--- config.mk ---
export PLATFORM = sky130hd
export DESIGN_NAME = spi_txn_ctrl
export DESIGN_NICKNAME = d
export VERILOG_FILES = /design/src/rtl/spi_txn_ctrl.sv
export SDC_FILE = /design/constraint.sdc
export NUM_CORES = 1
export LEC_CHECK = 0
export BUFFER_PORTS_ARGS = -buffer_cell sky130_fd_sc_hd__buf_2
export CORE_UTILIZATION = 46
export DETAILED_ROUTE_END_ITERATION = 8
export GPL_TIMING_DRIVEN = 0
export PLACE_DENSITY_LB_ADDON = 0.12
export SLEW_MARGIN = 10
export SYNTH_ARGS = -nofsm -noshare
export SYNTH_HDL_FRONTEND = slang
export SYNTH_SLANG_ARGS = --single-unit
--- constraint.sdc ---
create_clock -name clk -period 2.05 [get_ports clk]
set_input_delay 0.205 -clock clk [delete_from_list [all_inputs] [get_ports clk]]
set_output_delay 0.205 -clock clk [all_outputs]
set_load 0.05 [all_outputs]
--- src/rtl/spi_txn_ctrl.sv ---
// SPI transaction controller: turns datapath address/data-slot pulses into register-bus
// reads and writes, serving the SPI mode register locally and reporting sticky error status.
module spi_txn_ctrl #(
    parameter int unsigned TIMEOUT   = 255,
    parameter logic [15:0] MODE_ADDR = 16'hFFFF
) (
    input  logic        clk,
    input  logic        reset,
    input  logic        cs_n,
    input  logic        address_ready,
    input  logic        data_ready,
    input  logic [19:0] addr,
    input  logic [15:0] wdata,
    output logic [15:0] rdata,
    output logic [1:0]  spi_mode,
    output logic        bus_req,
    output logic        bus_we,
    output logic [15:0] bus_addr,
    output logic [15:0] bus_wdata,
    input  logic        bus_ack,
    input  logic [15:0] bus_rdata,
    input  logic        bus_err,
    output logic [3:0]  status
);

    typedef enum logic [2:0] {IDLE, RD_REQ, WAIT_DATA, WR_REQ, DRAIN} state_e;

    localparam logic [7:0] TMO_LAST = 8'(TIMEOUT - 1);

    state_e      state_q;
    logic [15:0] ptr_q;
    logic        dir_q;
    logic [15:0] rdata_q;
    logic [15:0] bus_wdata_q;
    logic [1:0]  mode_q;
    logic        bus_req_q;
    logic        bus_we_q;
    logic [7:0]  tmo_cnt_q;
    logic        err_q;
    logic        tmo_q;
    logic        ovr_q;
    logic        cs_meta_q;
    logic        cs_sync_q;
    logic        cs_prev_q;
    logic        armed_q;

    logic        frame_end;
    logic        in_req;
    logic        local_hit;
    logic        tmo_hit;
    logic        accept;
    logic [15:0] ptr_inc;
    logic        addr_unused;

    assign frame_end   = cs_sync_q & ~cs_prev_q;
    assign in_req      = (state_q == RD_REQ) || (state_q == WR_REQ);
    assign local_hit   = (ptr_q == MODE_ADDR);
    assign tmo_hit     = (tmo_cnt_q == TMO_LAST);
    // Leaving reset mid-frame: wait for a frame boundary or a low chip select first.
    assign accept      = address_ready && !frame_end && (armed_q || !cs_sync_q);
    assign ptr_inc     = ptr_q + 16'd1;
    assign addr_unused = ^addr[18:16];

    // NOTE: state and outputs use non-blocking assignments so every branch reads pre-edge values.
    always_ff @(posedge clk) begin
        if (reset) begin
            state_q     <= IDLE;
            ptr_q       <= '0;
            dir_q       <= 1'b0;
            rdata_q     <= '0;
            bus_wdata_q <= '0;
            mode_q      <= 2'b00;
            bus_req_q   <= 1'b0;
            bus_we_q    <= 1'b0;
            tmo_cnt_q   <= '0;
            err_q       <= 1'b0;
            tmo_q       <= 1'b0;
            ovr_q       <= 1'b0;
            cs_meta_q   <= 1'b1;
            cs_sync_q   <= 1'b1;
            cs_prev_q   <= 1'b1;
            armed_q     <= 1'b0;
        end else begin
            cs_meta_q <= cs_n;
            cs_sync_q <= cs_meta_q;
            cs_prev_q <= cs_sync_q;
            if (frame_end) armed_q <= 1'b1;
            if (in_req && data_ready) ovr_q <= 1'b1;

            case (state_q)
                IDLE: begin
                    if (accept) begin
                        ptr_q <= addr[15:0];
                        dir_q <= addr[19];
                        err_q <= 1'b0;
                        tmo_q <= 1'b0;
                        ovr_q <= 1'b0;
                        if (addr[19]) begin
                            state_q <= WAIT_DATA;
                        end else begin
                            state_q   <= RD_REQ;
                            bus_req_q <= (addr[15:0] != MODE_ADDR);
                            bus_we_q  <= 1'b0;
                        end
                    end
                end

                WAIT_DATA: begin
                    if (frame_end) begin
                        state_q <= IDLE;
                    end else if (data_ready) begin
                        state_q   <= dir_q ? WR_REQ : RD_REQ;
                        bus_req_q <= !local_hit;
                        bus_we_q  <= dir_q && !local_hit;
                        if (dir_q) bus_wdata_q <= wdata;
                    end
                end

                RD_REQ, WR_REQ: begin
                    if (local_hit || bus_ack || tmo_hit) begin
                        bus_req_q <= 1'b0;
                        bus_we_q  <= 1'b0;
                        tmo_cnt_q <= '0;
                        state_q   <= frame_end ? IDLE : WAIT_DATA;
                        if (local_hit) begin
                            ptr_q <= ptr_inc;
                            if (dir_q) mode_q  <= bus_wdata_q[1:0];
                            else       rdata_q <= {14'b0, mode_q};
                        end else if (bus_ack) begin
                            ptr_q <= ptr_inc;
                            if (!dir_q)  rdata_q <= bus_rdata;
                            if (bus_err) err_q   <= 1'b1;
                        end else begin
                            tmo_q <= 1'b1;
                            if (!dir_q) rdata_q <= 16'hDEAD;
                        end
                    end else begin
                        tmo_cnt_q <= tmo_cnt_q + 8'd1;
                        if (frame_end) state_q <= DRAIN;
                    end
                end

                DRAIN: begin
                    // The frame is gone: finish the bus handshake but discard its result.
                    if (bus_ack || tmo_hit) begin
                        bus_req_q <= 1'b0;
                        bus_we_q  <= 1'b0;
                        tmo_cnt_q <= '0;
                        state_q   <= IDLE;
                        if (bus_ack) begin
                            if (bus_err) err_q <= 1'b1;
                        end else begin
                            tmo_q <= 1'b1;
                        end
                    end else begin
                        tmo_cnt_q <= tmo_cnt_q + 8'd1;
                    end
                end

                default: state_q <= IDLE;
            endcase
        end
    end

    assign rdata     = rdata_q;
    assign spi_mode  = mode_q;
    assign bus_req   = bus_req_q;
    assign bus_we    = bus_we_q;
    assign bus_addr  = ptr_q;
    assign bus_wdata = bus_wdata_q;
    assign status    = {ovr_q, tmo_q, err_q, state_q != IDLE};

endmodule
# Word level (Yosys, flattened, before mapping)
# Cells that the tools add are included.
[word_totals]
out_inout_bits = 56
memories = 0
rom_bits = 0
reg_bits = 71
latch_bits = 0
ram_bits = 0
[classes]
shifts = 0
n_mul = 0
bitwise_logic = 4
order_cmp = 0
eq_ne = 17
muxes = 50
div = 0
n_reduce_logical = 27
n_addsub = 2
[op_table]
columns = ["op", "n"]
rows = [
  ["two-way mux 16 bit", 9],
  ["one-hot mux 16 bit (2 select lines)", 1],
  ["two-way mux 1 bit", 23],
  ["two-way mux 3 bit", 6],
  ["adder 16 x 1 -> 16 bit (second input constant)", 1],
  ["equality test 16 bit (second input constant)", 1],
  ["two-way mux 8 bit", 2],
  ["!= test 16 bit (second input constant)", 1],
  ["one-hot mux 8 bit (2 select lines)", 1],
  ["AND reduction 4 bit", 4],
  ["!= test 2 bit (second input constant)", 7],
  ["one-hot mux 3 bit (4 select lines)", 1],
  ["!= test 3 bit (second input constant)", 3],
  ["adder 8 x 1 -> 8 bit (second input constant)", 1],
  ["equality test 8 bit (second input constant)", 1],
  ["one-hot mux 1 bit (4 select lines)", 2],
  ["AND reduction 7 bit", 1],
  ["equality test 3 x 2 -> 1 bit (second input constant)", 2],
  ["two-way mux 2 bit", 3],
  ["one-hot mux 1 bit (3 select lines)", 2],
  ["nonzero test 3 bit", 2],
  ["logical OR 1 bit", 5],
  ["AND reduction 5 bit", 1],
  ["logical AND 1 bit", 4],
  ["other kinds (11)", 16],
]

# Longest topological paths before layout
# Gate-level depths: netlist (run 1).
[depth]
ltp_word = 7
depth_mapped = 8
ltp_nobuf = 6

# Worst setup path after synthesis (run 1)
# Ideal clock, no wire load.
[synth_path]
path_type = "register -> register"
startpoint = "register ptr_q[0] (netlist: bus_addr[0])"
endpoint = "register rdata_q[2] (netlist: rdata[2])"
synth_period_minus_slack_ns = 2.467
setup_ns = 0.132
slack_ns = -0.417
path_stages_with_launch = 9
arrival_time_ns = 2.335
path_cell_list = "dfxtp_1 ha_1 nand3_2 or4_1 buf_6 clkbuf_1 buf_1 o211ai_1 a21oi_1"
[synth_via]
elab_chain_cells = 4
elab_cells_between_ends = 5
classes_between = "1 x eq/ne; 1 x mux; 3 x reduce/logical"
[synth_rtl]
columns = ["item", "line", "source"]
rows = [
  ["start, declared", "31", "logic [15:0] ptr_q;"],
  ["start signal, assigned", "93", "ptr_q <= addr[15:0];"],
  ["start signal, assigned", "126", "ptr_q <= ptr_inc;"],
  ["start signal, assigned", "130", "ptr_q <= ptr_inc;"],
  ["equality test 16 bit (*)", "57", "assign local_hit = (ptr_q == MODE_ADDR);"],
  ["logical OR 1 bit (2 in series)", "120", "if (local_hit || bus_ack || tmo_hit) begin"],
  ["AND reduction 3 bit (no line)", "n/a", ""],
  ["end signal, assigned", "128", "else rdata_q <= {14'b0, mode_q};"],
  ["end signal, assigned", "131", "if (!dir_q) rdata_q <= bus_rdata;"],
  ["end, declared", "33", "logic [15:0] rdata_q;"],
]
# Every way passes the cells marked *; elsewhere a longest branch is shown, timed or not.
# A chain may end at the register's enable or synchronous reset.

# Worst setup path in the final report (run 1)
[layout_path]
startpoint = "register state_q[0]"
endpoint = "register ptr_q[9] (netlist: bus_addr[9])"
[layout_via]
elab_chain_cells = 4
elab_cells_between_ends = 10
classes_between = "5 x eq/ne; 1 x mux; 4 x reduce/logical"
[layout_rtl]
columns = ["item", "line", "source"]
rows = [
  ["start, declared", "30", "state_e state_q;"],
  ["start signal, assigned", "112", "state_q <= dir_q ? WR_REQ : RD_REQ;"],
  ["start signal, assigned", "124", "state_q <= frame_end ? IDLE : WAIT_DATA;"],
  ["equality test 3 x 1 -> 1 bit / equality test 3 x 2 -> 1 bit (equally long branches)", "90", "case (state_q)"],
  ["OR reduction 2 bit", "90", ""],
  ["!= test 3 bit (no line) (tied with other cells)", "n/a", ""],
  ["AND reduction 4 bit (no line)", "n/a", ""],
]
# Several ways; a longest one is shown, not always the timed one.

==> results of run 1 <==
-- registers in the layout, indices dropped and copies added, names as in the netlist --
signal	count
bus_addr	16
bus_wdata	16
rdata	16
tmo_cnt_q	8
state_q	3
spi_mode	2
armed_q	1
bus_req	1
bus_we	1
cs_meta_q	1
cs_prev_q	1
cs_sync_q	1
dir_q	1
err_q	1
ovr_q	1
tmo_q	1
-- worst max-delay path, stage by stage (launching register included) --
cell and delay, ns:
sky130_fd_sc_hd__dfxtp_1 0.37, sky130_fd_sc_hd__clkbuf_2 0.27, sky130_fd_sc_hd__nor2b_1 0.15, sky130_fd_sc_hd__buf_2 0.24, sky130_fd_sc_hd__o21ai_1 0.29, sky130_fd_sc_hd__or3_1 0.44
sky130_fd_sc_hd__a31oi_1 0.20
-- through the flow --
| stage | setup TNS, ns | hold slack (ns) | worst slack, ns | area [µm²] | std cells |
|---|---|---|---|---|---|
| finish | -0.001091 | 0.02716 | -0.001091 | 4662 | 668 |
| global route | -0.5360 | 0.03858 | -0.06410 | 4662 | 668 |
| CTS | -0.02813 | 0.02804 | -0.02322 | 4469 | 659 |
| detailed placement | -2.255 | 0.3920 | -0.1262 | 4165 | 637 |
| global placement | -1.561 | 0.3879 | -0.1005 | 4165 | 637 |
| floorplan | 0 | 0.3088 | 0.0003568 | 3486 | 427 |
-- power groups by stage --
stage / Sequential, W / Combinational (W) / Clock [W]
6_report: 0.00147 / 0.000621 / 0.00117
5_1_grt: 0.00148 / 0.000661 / 0.00125
4_1_cts: 0.00148 / 0.000573 / 0.00117
3_5_place_dp: 0.00151 / 0.000553 / 0
3_3_place_gp: 0.00151 / 0.000546 / 0
2_1_floorplan: 0.00162 / 0.000266 / 0
-- kinds of logic after synthesis --
logic type / synth area share
DFF: 0.4123
xor gates and xnor gates: 0.01270
muxes: 0.01815
adders and majority gates: 0.01089
and+or+nand+nor: 0.2570
buffers and inverters: 0.04573
AOI/OAI and AO/OA: 0.2432
-- final timing paths --
path | start | to | slack, ns
setup / recovery | state_q[0] | bus_addr[9] | -0.001
hold / removal | cs_n | cs_meta_q | 0.03
setup reg to reg | state_q[0] | bus_addr[9] | -0.001
hold reg to reg | cs_meta_q | cs_sync_q | 0.42
-- Yosys cell counts, types with 3 or more instances --
library cell / count / area (µm²)
sky130_fd_sc_hd__o21bai_1: 3 / 22.52
sky130_fd_sc_hd__inv_1: 3 / 11.26
sky130_fd_sc_hd__or2_2: 3 / 18.77
sky130_fd_sc_hd__dfxtp_1: 71 / 1421
sky130_fd_sc_hd__o211ai_1: 12 / 90.09
sky130_fd_sc_hd__clkbuf_1: 18 / 67.56
sky130_fd_sc_hd__nor3_1: 7 / 35.03
sky130_fd_sc_hd__and2_1: 4 / 25.02
sky130_fd_sc_hd__or3_1: 5 / 31.28
sky130_fd_sc_hd__buf_2: 6 / 30.03
sky130_fd_sc_hd__a31oi_1: 9 / 56.30
sky130_fd_sc_hd__and4_1: 4 / 35.03
sky130_fd_sc_hd__buf_4: 4 / 30.03
sky130_fd_sc_hd__o21ai_1: 4 / 20.02
sky130_fd_sc_hd__ha_1: 3 / 37.54
sky130_fd_sc_hd__nand2b_1: 3 / 18.77
sky130_fd_sc_hd__nor4_1: 3 / 18.77
sky130_fd_sc_hd__o21ai_0: 13 / 65.06
sky130_fd_sc_hd__mux2i_1: 4 / 40.04
sky130_fd_sc_hd__a311oi_1: 5 / 43.79
sky130_fd_sc_hd__and3_1: 9 / 56.30
sky130_fd_sc_hd__a21oi_1: 50 / 250.2
sky130_fd_sc_hd__nand3_1: 15 / 75.07
sky130_fd_sc_hd__nor2b_1: 4 / 25.02
sky130_fd_sc_hd__nor2_1: 27 / 101.4
sky130_fd_sc_hd__nand4_1: 15 / 93.84
sky130_fd_sc_hd__xor2_1: 4 / 35.03
sky130_fd_sc_hd__nand2_1: 75 / 281.5
sky130_fd_sc_hd__o21a_1: 3 / 22.52
-- repair_timing --
item | in CTS | in global routing
pin swaps | 6 | 13
buffers inserted | 6 | 6
resized for setup | 14 | 34
endpoints found under the setup margin | 41 | 48
cloned | 0 | 2
-- area by class of cell --
class                           instances  area, µm²  share of cell area
Multi-Input combinational cell        322       1983              0.4254
Sequential cell                        71       1461              0.3135
Timing Repair Buffer                  125      698.2              0.1498
Buffer                                 31      177.7             0.03811
Clock buffer                           10      137.6             0.02952
Tap cell                               99      123.9             0.02657
Clock inverter                          6      66.31             0.01422
Inverter                                3      11.26            0.002415
Antenna cell                            1      2.502           0.0005368
-- per-layer routing --
| metal | GRT usage | up-vias |
|---|---|---|
| met5 | 0 | - |
| met4 | 0.1114 | 0 |
| met3 | 0.06157 | 21 |
| met2 | 0.4119 | 183 |
| met1 | 0.3837 | 1779 |
| li1 | - | 1833 |
==> run metrics, run 1 <==
run status finished, violations left; failing checks setup timing; via count of the first global-routing pass 3272; mean area per synthesized cell 8.073 µm²; Synth Warn # 0; global-route wire length before repair 16330 µm; antenna-violating nets left 0; maximum number of pins on one net before global-route repair 14; starting utilization of the core area 0.4752; Die ar. 7844 µm²; clock tree from TritonCTS yes; area of the placeable core 7253 µm²; number of maximum-capacitance violations 0; sequential element share of the synthesized area 0.4123; CP Max Fanout 10; io pins around 120; flip-flop cell with the highest count after synthesis sky130_fd_sc_hd__dfxtp_1; number of enable-type register cells in the synthesized netlist 0; die boundary height 88.57 µm; R2R depth 6; cts bufs inserted 9; average detailed-routed wire length per instance between 15 and 20 µm; met3 wirelength from detailed routing roughly 900 µm; setup ws final -0.001091 ns; unrepaired setup endpoints after global routing yes; leftover overflow at the end of global routing 0; number of port buffers 111; number of hold buffers added after cts 0; sort of element at the end of the critical path flip-flop; Finished Core Util 0.6427; Via Count 3816; gr usage total 0.2752; DRC violations left 0; peak supply drop 0.3701 mV; number of distinct library cells after synthesis 61; Vias per Instance roughly 5.7; Worst Path Required roughly 2.3 ns; clock-pin transition on the worst setup and hold timing paths 0.08 ns; portion of the clock cycle consumed by the worst path in the final layout 1.001; Pwr per Cell Area 700.7 nW/µm²; number of fill cells in the layout ~660; insertion delay of the later-clocked pin in the worst-skew pair approximately 0.36 ns; share of async-settable or async-resettable flops after synthesis 0; crit start category flip-flop; leading cell type in the layout, fill and taps excluded sky130_fd_sc_hd__buf_2; clock tree root driver cell sky130_fd_sc_hd__clkbuf_8; highest routing layer actually used met4; type of the worst setup path flip-flop to flip-flop; hold path depth 2; worst endpoint data arrival time between 2 and 2.5 ns; maximum root-to-sink buffer count 2; Area growth, synth to finish 35.24%; antenna violations before repair 1; Net Count, Synth 489; power share of the sequential group 0.451; drt first pass iters 5; endpoints failing setup 1; Net Sw Power 0.001027 W; sum of routed wire length over all layers ~11000 µm; half-perimeter wire length of the detailed placement result 7559 µm; Die Width 88.57 µm; share of cells above drive strength 1 0.3644; post-synthesis instance area 3447 µm²; Row Count 31; gate count after technology mapping 427; Internal Dissipation 0.002239 W; leading cell types in the layout, fill and taps excluded sky130_fd_sc_hd__buf_2, sky130_fd_sc_hd__nand2_1, sky130_fd_sc_hd__dfxtp_1; post-layout min period 2.051 ns; switch share 0.3144; Total Power Consumption 0.003267 W; Final Hold Violating Endpoints 0; clk_skew 0.01477 ns; fin nets 625; FMAX 487.5 MHz; leakage component of the power 1.909 nW; H-tree Lvls 3; Final Slew Violations 0; class of the tightest hold or removal check input pin to flip-flop; Least-Margin Pin Slew 0.6932 ns; routed length on met2 4985 µm; GP Congestion 0.9383; number of sinks handled by clock tree synthesis 71; worst relative slew slack 0.5318; number of storage elements in the synthesis netlist 71; share of total power in the clock network 0.359; Post-Route M1 WL between 4000 and 5000 µm; combinational group share of total power 0.190; initial detailed-routing violation count 322
No activity file was read; power rests on OpenSTA's default activity.
==> run 2, diff against run 1 <==
CAP_MARGIN = 20   (was not set)
PLACE_DENSITY = 0.77   (was not set)
PLACE_DENSITY_LB_ADDON = not set   (was 0.12)
==> run metrics, run 2 (synthesis results as in run 1) <==
insertion delay of the later-clocked pin in the worst-skew pair 0.36 ns (about the same); worst relative slew slack 0.5241 (-0.007664); post-layout min period 2.107 ns (+0.05577 ns); class of the tightest hold or removal check input pin to flip-flop; clock tree from TritonCTS yes; Final Hold Violating Endpoints 0 (unchanged); leading cell types in the layout, fill and taps excluded sky130_fd_sc_hd__buf_2, sky130_fd_sc_hd__nand2_1, sky130_fd_sc_hd__dfxtp_1; Via Count 3962 (+3.8%); gr usage total 0.2767 (+0.001491); area of all placed cells without fillers 4692 µm² (+0.64%); average detailed-routed wire length per instance 16.76 µm (+2.2%); peak supply drop 0.4007 mV (+8.3%); io pins 115 (unchanged); antenna violations before repair 0 (-1); die boundary height 88.57 µm (unchanged); area of the placeable core 7253 µm² (unchanged); leading cell type in the layout, fill and taps excluded sky130_fd_sc_hd__buf_2; cell count after placement 637 (unchanged); R2R depth 7 (+1); worst endpoint data arrival time 2.35 ns (+0.03 ns); Vias per Instance 5.922 (+3.7%); Worst Path Required 2.30 ns (-0.02 ns); unrepaired setup endpoints after global routing yes; clock-pin transition on the worst setup and hold timing paths 0.08 ns (about the same); clock tree root driver cell sky130_fd_sc_hd__clkbuf_8; placed cell areas 4165 µm² (unchanged); number of diodes 0 (-1); maximum number of pins on one net before global-route repair 14 (unchanged); endpoints failing setup 5 (+4); Total Power Consumption 0.003290 W (+0.70%); area occupied by multi-input gates 2013 µm² (+1.5%); Finished Core Util 0.6469 (+0.004140); maximum root-to-sink buffer count 2 (unchanged); run status finished, violations left; drt first pass iters 6 (+1); FMAX 474.6 MHz (-2.6%); clk_skew 0.01147 ns (-0.003300 ns); type of the worst setup path flip-flop to flip-flop; number of maximum-capacitance violations 0 (unchanged); number of sinks handled by clock tree synthesis 71 (unchanged); failing checks setup timing; half-perimeter wire length of the detailed placement result 7534 µm (-0.33%); Area growth, synth to finish 36.12%; Least-Margin Pin Slew 0.7139 ns (+0.02063 ns); sort of element at the end of the critical path flip-flop; Die Width 88.57 µm (unchanged); cts bufs inserted 9 (unchanged); global-route wire length before repair 16600 µm (+1.7%); CP Max Fanout 7 (-3); DRC violations left 0 (unchanged); H-tree Lvls 3 (unchanged); total area of sequential cells 1454 µm² (-0.51%); count of non-filler cells in the finished layout 669 (+0.15%); portion of the clock cycle consumed by the worst path in the final layout 1.028 (+0.02720); fin nets 627 (+0.32%); hold path depth 2 (unchanged); sum of routed wire length over all layers 11210 µm (+2.3%); crit start category flip-flop; number of port buffers 111 (unchanged); setup ws final -0.05686 ns (-0.05577 ns); Die ar. 7844 µm² (unchanged); initial detailed-routing violation count 403 (+25%); sum of negative setup slack -0.1385 ns (-0.1374 ns); starting utilization of the core area 0.4752 (unchanged); leftover overflow at the end of global routing 0 (unchanged); number of fill cells in the layout 608 (-7.6%); share of cells above drive strength 1 0.3649 (+0.0004757); antenna-violating nets left 0 (unchanged); Row Count 31 (unchanged); Pwr per Cell Area 701.1 nW/µm² (about the same); leakage component of the power 1.920 nW (+0.57%); Final Slew Violations 0 (unchanged); number of hold buffers added after cts 0 (unchanged); GP Congestion 0.9319 (-0.68%); via count of the first global-routing pass 3457 (+5.7%)
## run 2: critical path, cell delays in order, from the launching register on
cell and delay, ns:
sky130_fd_sc_hd__dfxtp_4 0.37, sky130_fd_sc_hd__ha_4 0.15, sky130_fd_sc_hd__nand3_2 0.11, sky130_fd_sc_hd__nor4_2 0.33
sky130_fd_sc_hd__buf_4 0.22, sky130_fd_sc_hd__nor2_1 0.09, sky130_fd_sc_hd__a221oi_2 0.34, sky130_fd_sc_hd__mux2_2 0.38
## run 2: cell type report
type / count / area share
multi-input combinational: 322 / 0.4291
sequential: 71 / 0.3099
timing repair buffer: 127 / 0.1483
buffer: 31 / 0.04000
clock buffer: 10 / 0.02933
tap: 99 / 0.02640
clock inverter: 6 / 0.01467
inverter: 3 / 0.002400
## run 2: layer usage
metal | share of wire | track usage | vias to the layer above
li1 | - | - | 1832
met2 | 0.47 | 0.4392 | 229
met5 | 0 | 0 | -
met3 | 0.10 | 0.06063 | 33
met4 | 0.024 | 0.1100 | 0
met1 | 0.40 | 0.3667 | 1868
## run 2: worst paths after layout
kind                from        end  slack, ns
min reg2reg     rdata[0]   rdata[0]       0.45
min                 cs_n  cs_meta_q       0.03
max          bus_addr[0]    bus_req      -0.06
max reg2reg  bus_addr[0]    bus_req      -0.06
## run 2: through the flow
stage / worst slack, ns / hold slack [ns]
finish: -0.05686 / 0.02584
global route: -0.09164 / 0.02933
CTS: -0.008530 / 0.02112
detailed placement: -0.1167 / 0.3895
global placement: -0.07986 / 0.3909
floorplan: 0.0003568 / 0.3088
## run 2: power by group
group	internal, W	switching (W)	total (W)
combinational	0.000212	0.000410	0.000622
clock	0.000601	0.000587	0.00119
sequential	0.00143	0.0000532	0.00148
## run 2: repair_timing
| action | 4_1_cts | 5_1_grt |
|---|---|---|
| buffers inserted | 4 | 11 |
| cloned | 0 | 1 |
| gates resized for setup | 15 | 33 |
| setup endpoints to repair | 41 | 47 |
| pin swaps | 5 | 14 |
==> run 3, diff against run 2 <==
==> constraint.sdc (replaced) <==
create_clock -name clk -period 2.05 [get_ports clk]
set_input_delay 0.205 -clock clk [delete_from_list [all_inputs] [get_ports clk]]
set_output_delay 0.205 -clock clk [all_outputs]
set_load 0.01 [all_outputs]
==> run metrics, run 3 (synthesis results as in run 1) <==
worst hold path startpoint cs_n; Final Slew Violations 0 (unchanged); class of the tightest hold or removal check input pin to flip-flop; GP Congestion 0.9113 (-2.2%); worst slack at placement -0.2013 ns (-0.08460 ns); post-layout min period 2.032 ns (-0.07527 ns); Final Hold Violating Endpoints 0 (unchanged); Least-Margin Pin Slew 0.6597 ns (-0.05422 ns); Net Sw Power 0.0009021 W (-14%); power share of the sequential group 0.476 (+0.026); leftover overflow at the end of global routing 0 (unchanged); Vias per Instance 5.861 (-1.0%); average detailed-routed wire length per instance 16.36 µm (-2.4%); endpoints failing setup 0 (-5); insertion delay of the later-clocked pin in the worst-skew pair 0.36 ns (about the same); maximum number of pins on one net before global-route repair 14 (unchanged); clk_skew 0.01692 ns (+0.005450 ns); Via Count 3915 (-1.2%); number of maximum-capacitance violations 0 (unchanged); FMAX 492.2 MHz (+3.7%); sum of routed wire length over all layers 10930 µm (-2.5%); unrepaired setup endpoints after global routing yes; Die ar. 7844 µm² (unchanged); Area growth, synth to finish 35.75%; leading cell type in the layout, fill and taps excluded sky130_fd_sc_hd__buf_2; setup ws final 0.01841 ns (+0.07527 ns); Total Power Consumption 0.003105 W (-5.6%); type of the worst setup path flip-flop to flip-flop; Die Width 88.57 µm (unchanged); drt first pass iters 5 (-1); Worst Path Required 2.30 ns (about the same); clock tree root driver cell sky130_fd_sc_hd__clkbuf_8; H-tree Lvls 3 (unchanged); die boundary height 88.57 µm (unchanged); DRC violations left 0 (unchanged); gr usage total 0.2718 (-0.004900); Pwr per Cell Area 663.6 nW/µm² (-5.4%); CP Max Fanout 7 (unchanged); leading cell types in the layout, fill and taps excluded sky130_fd_sc_hd__buf_2, sky130_fd_sc_hd__nand2_1, sky130_fd_sc_hd__dfxtp_1; fin nets 626 (-0.16%); global-route wire length before repair 16090 µm (-3.1%); Row Count 31 (unchanged); number of port buffers 111 (unchanged); switch share 0.2905 (-0.02879); clock tree from TritonCTS yes; Internal Dissipation 0.002203 W (-1.6%); cts bufs inserted 9 (unchanged); sort of element at the end of the critical path flip-flop; number of fill cells in the layout 634 (+4.3%); crit start category flip-flop; worst endpoint data arrival time 2.28 ns (-0.07 ns); number of sinks handled by clock tree synthesis 71 (unchanged); io pins 115 (unchanged); RR Startpoint bus_addr[1]; via count of the first global-routing pass 3289 (-4.9%); starting utilization of the core area 0.4752 (unchanged); antenna violations before repair 0 (unchanged); initial detailed-routing violation count 394 (-2.2%); count of non-filler cells in the finished layout 668 (-0.15%); combinational group share of total power 0.157 (-0.032); area of the placeable core 7253 µm² (unchanged); peak supply drop 0.4654 mV (+16%); leakage component of the power 1.917 nW (-0.13%); sum of negative setup slack 0 ns (+0.1385 ns); maximum root-to-sink buffer count 2 (unchanged); share of total power in the clock network 0.367 (+0.006); worst relative slew slack 0.5602 (+0.03614); antenna-violating nets left 0 (unchanged); run status completed; clock-pin transition on the worst setup and hold timing paths 0.08 ns (about the same); beginning of the critical path bus_addr[1]; share of cells above drive strength 1 0.3515 (-0.01342); half-perimeter wire length of the detailed placement result 7491 µm (-0.57%); portion of the clock cycle consumed by the worst path in the final layout 0.9910 (-0.03672); number of hold buffers added after cts 0 (unchanged); number of diodes 0 (unchanged); cell count after placement 637 (unchanged)
run 3: changes by cell type in the layout (fill, tap and decap cells not counted), moves of 2 or more:
| cell | delta |
|---|---|
| sky130_fd_sc_hd__a21oi_1 | +3 |
| sky130_fd_sc_hd__buf_6 | -3 |
| sky130_fd_sc_hd__dfxtp_4 | +2 |
| sky130_fd_sc_hd__dfxtp_1 | +2 |
| sky130_fd_sc_hd__clkbuf_4 | -3 |
| sky130_fd_sc_hd__dfxtp_2 | -4 |
| sky130_fd_sc_hd__mux2_2 | -2 |
| sky130_fd_sc_hd__clkinvlp_4 | +2 |
| sky130_fd_sc_hd__a21oi_2 | -3 |
| sky130_fd_sc_hd__buf_2 | +2 |
| sky130_fd_sc_hd__mux2_4 | +2 |
run 3: power groups by stage:
| stage | Clock, W | Combinational, W | Sequential, W |
|---|---|---|---|
| final | 0.00114 | 0.000488 | 0.00148 |
| after floorplan | 0 | 0.000244 | 0.00151 |
| after global placement | 0 | 0.000421 | 0.00150 |
| after detailed placement | 0 | 0.000427 | 0.00151 |
| after CTS | 0.00115 | 0.000441 | 0.00148 |
| after global routing | 0.00121 | 0.000529 | 0.00148 |
run 3: critical path: stages (launching register included):
cell,delay [ns]
sky130_fd_sc_hd__dfxtp_4,0.38
sky130_fd_sc_hd__ha_4,0.16
sky130_fd_sc_hd__nand3_4,0.10
sky130_fd_sc_hd__or4_4,0.51
sky130_fd_sc_hd__buf_12,0.17
sky130_fd_sc_hd__a22oi_4,0.19
sky130_fd_sc_hd__buf_12,0.16
sky130_fd_sc_hd__a21oi_1,0.06
sky130_fd_sc_hd__nor4_1,0.20
run 3: final timing paths:
check / to / slack (ns) / depth (start not counted)
worst min register to register: cs_sync_q / 0.41 / 1
worst max register to register: bus_addr[5] / 0.02 / 8
worst min-delay path: cs_meta_q / 0.04 / 2
worst max-delay path: bus_addr[5] / 0.02 / 8
run 3: stage by stage:
step / utilization / instance area [µm²] / hold slack [ns]
after global placement: 0.5698 / 4133 / 0.3882
after floorplan: - / 3453 / 0.3088
after detailed placement: 0.5698 / 4133 / 0.3947
final: 0.6452 / 4679 / 0.04120
after CTS: 0.6170 / 4476 / 0.03237
after global routing: 0.6452 / 4679 / 0.03906
run 3: what timing repair did:
item | CTS | global route
setup buffers | 3 | 11
gates resized for setup | 28 | 27
setup endpoints to repair | 44 | 47
cloned | 0 | 2
pin swaps | 4 | 25
run 3: area by class of cell:
type / instances / area, µm² / share of cell area
Multi-Input combinational cell: 322 / 1993 / 0.4259
Timing Repair Buffer: 127 / 718.2 / 0.1535
Sequential cell: 71 / 1456 / 0.3112
Clock buffer: 10 / 127.6 / 0.02727
Buffer: 30 / 178.9 / 0.03824
Clock inverter: 6 / 70.07 / 0.01497
Tap cell: 99 / 123.9 / 0.02647
Inverter: 3 / 11.26 / 0.002406
run 3: routing by layer:
metal,GRT usage,share of wire
met3,0.04757,0.084
met5,0,0
met2,0.4154,0.46
met4,0.1202,0.026
met1,0.3759,0.43
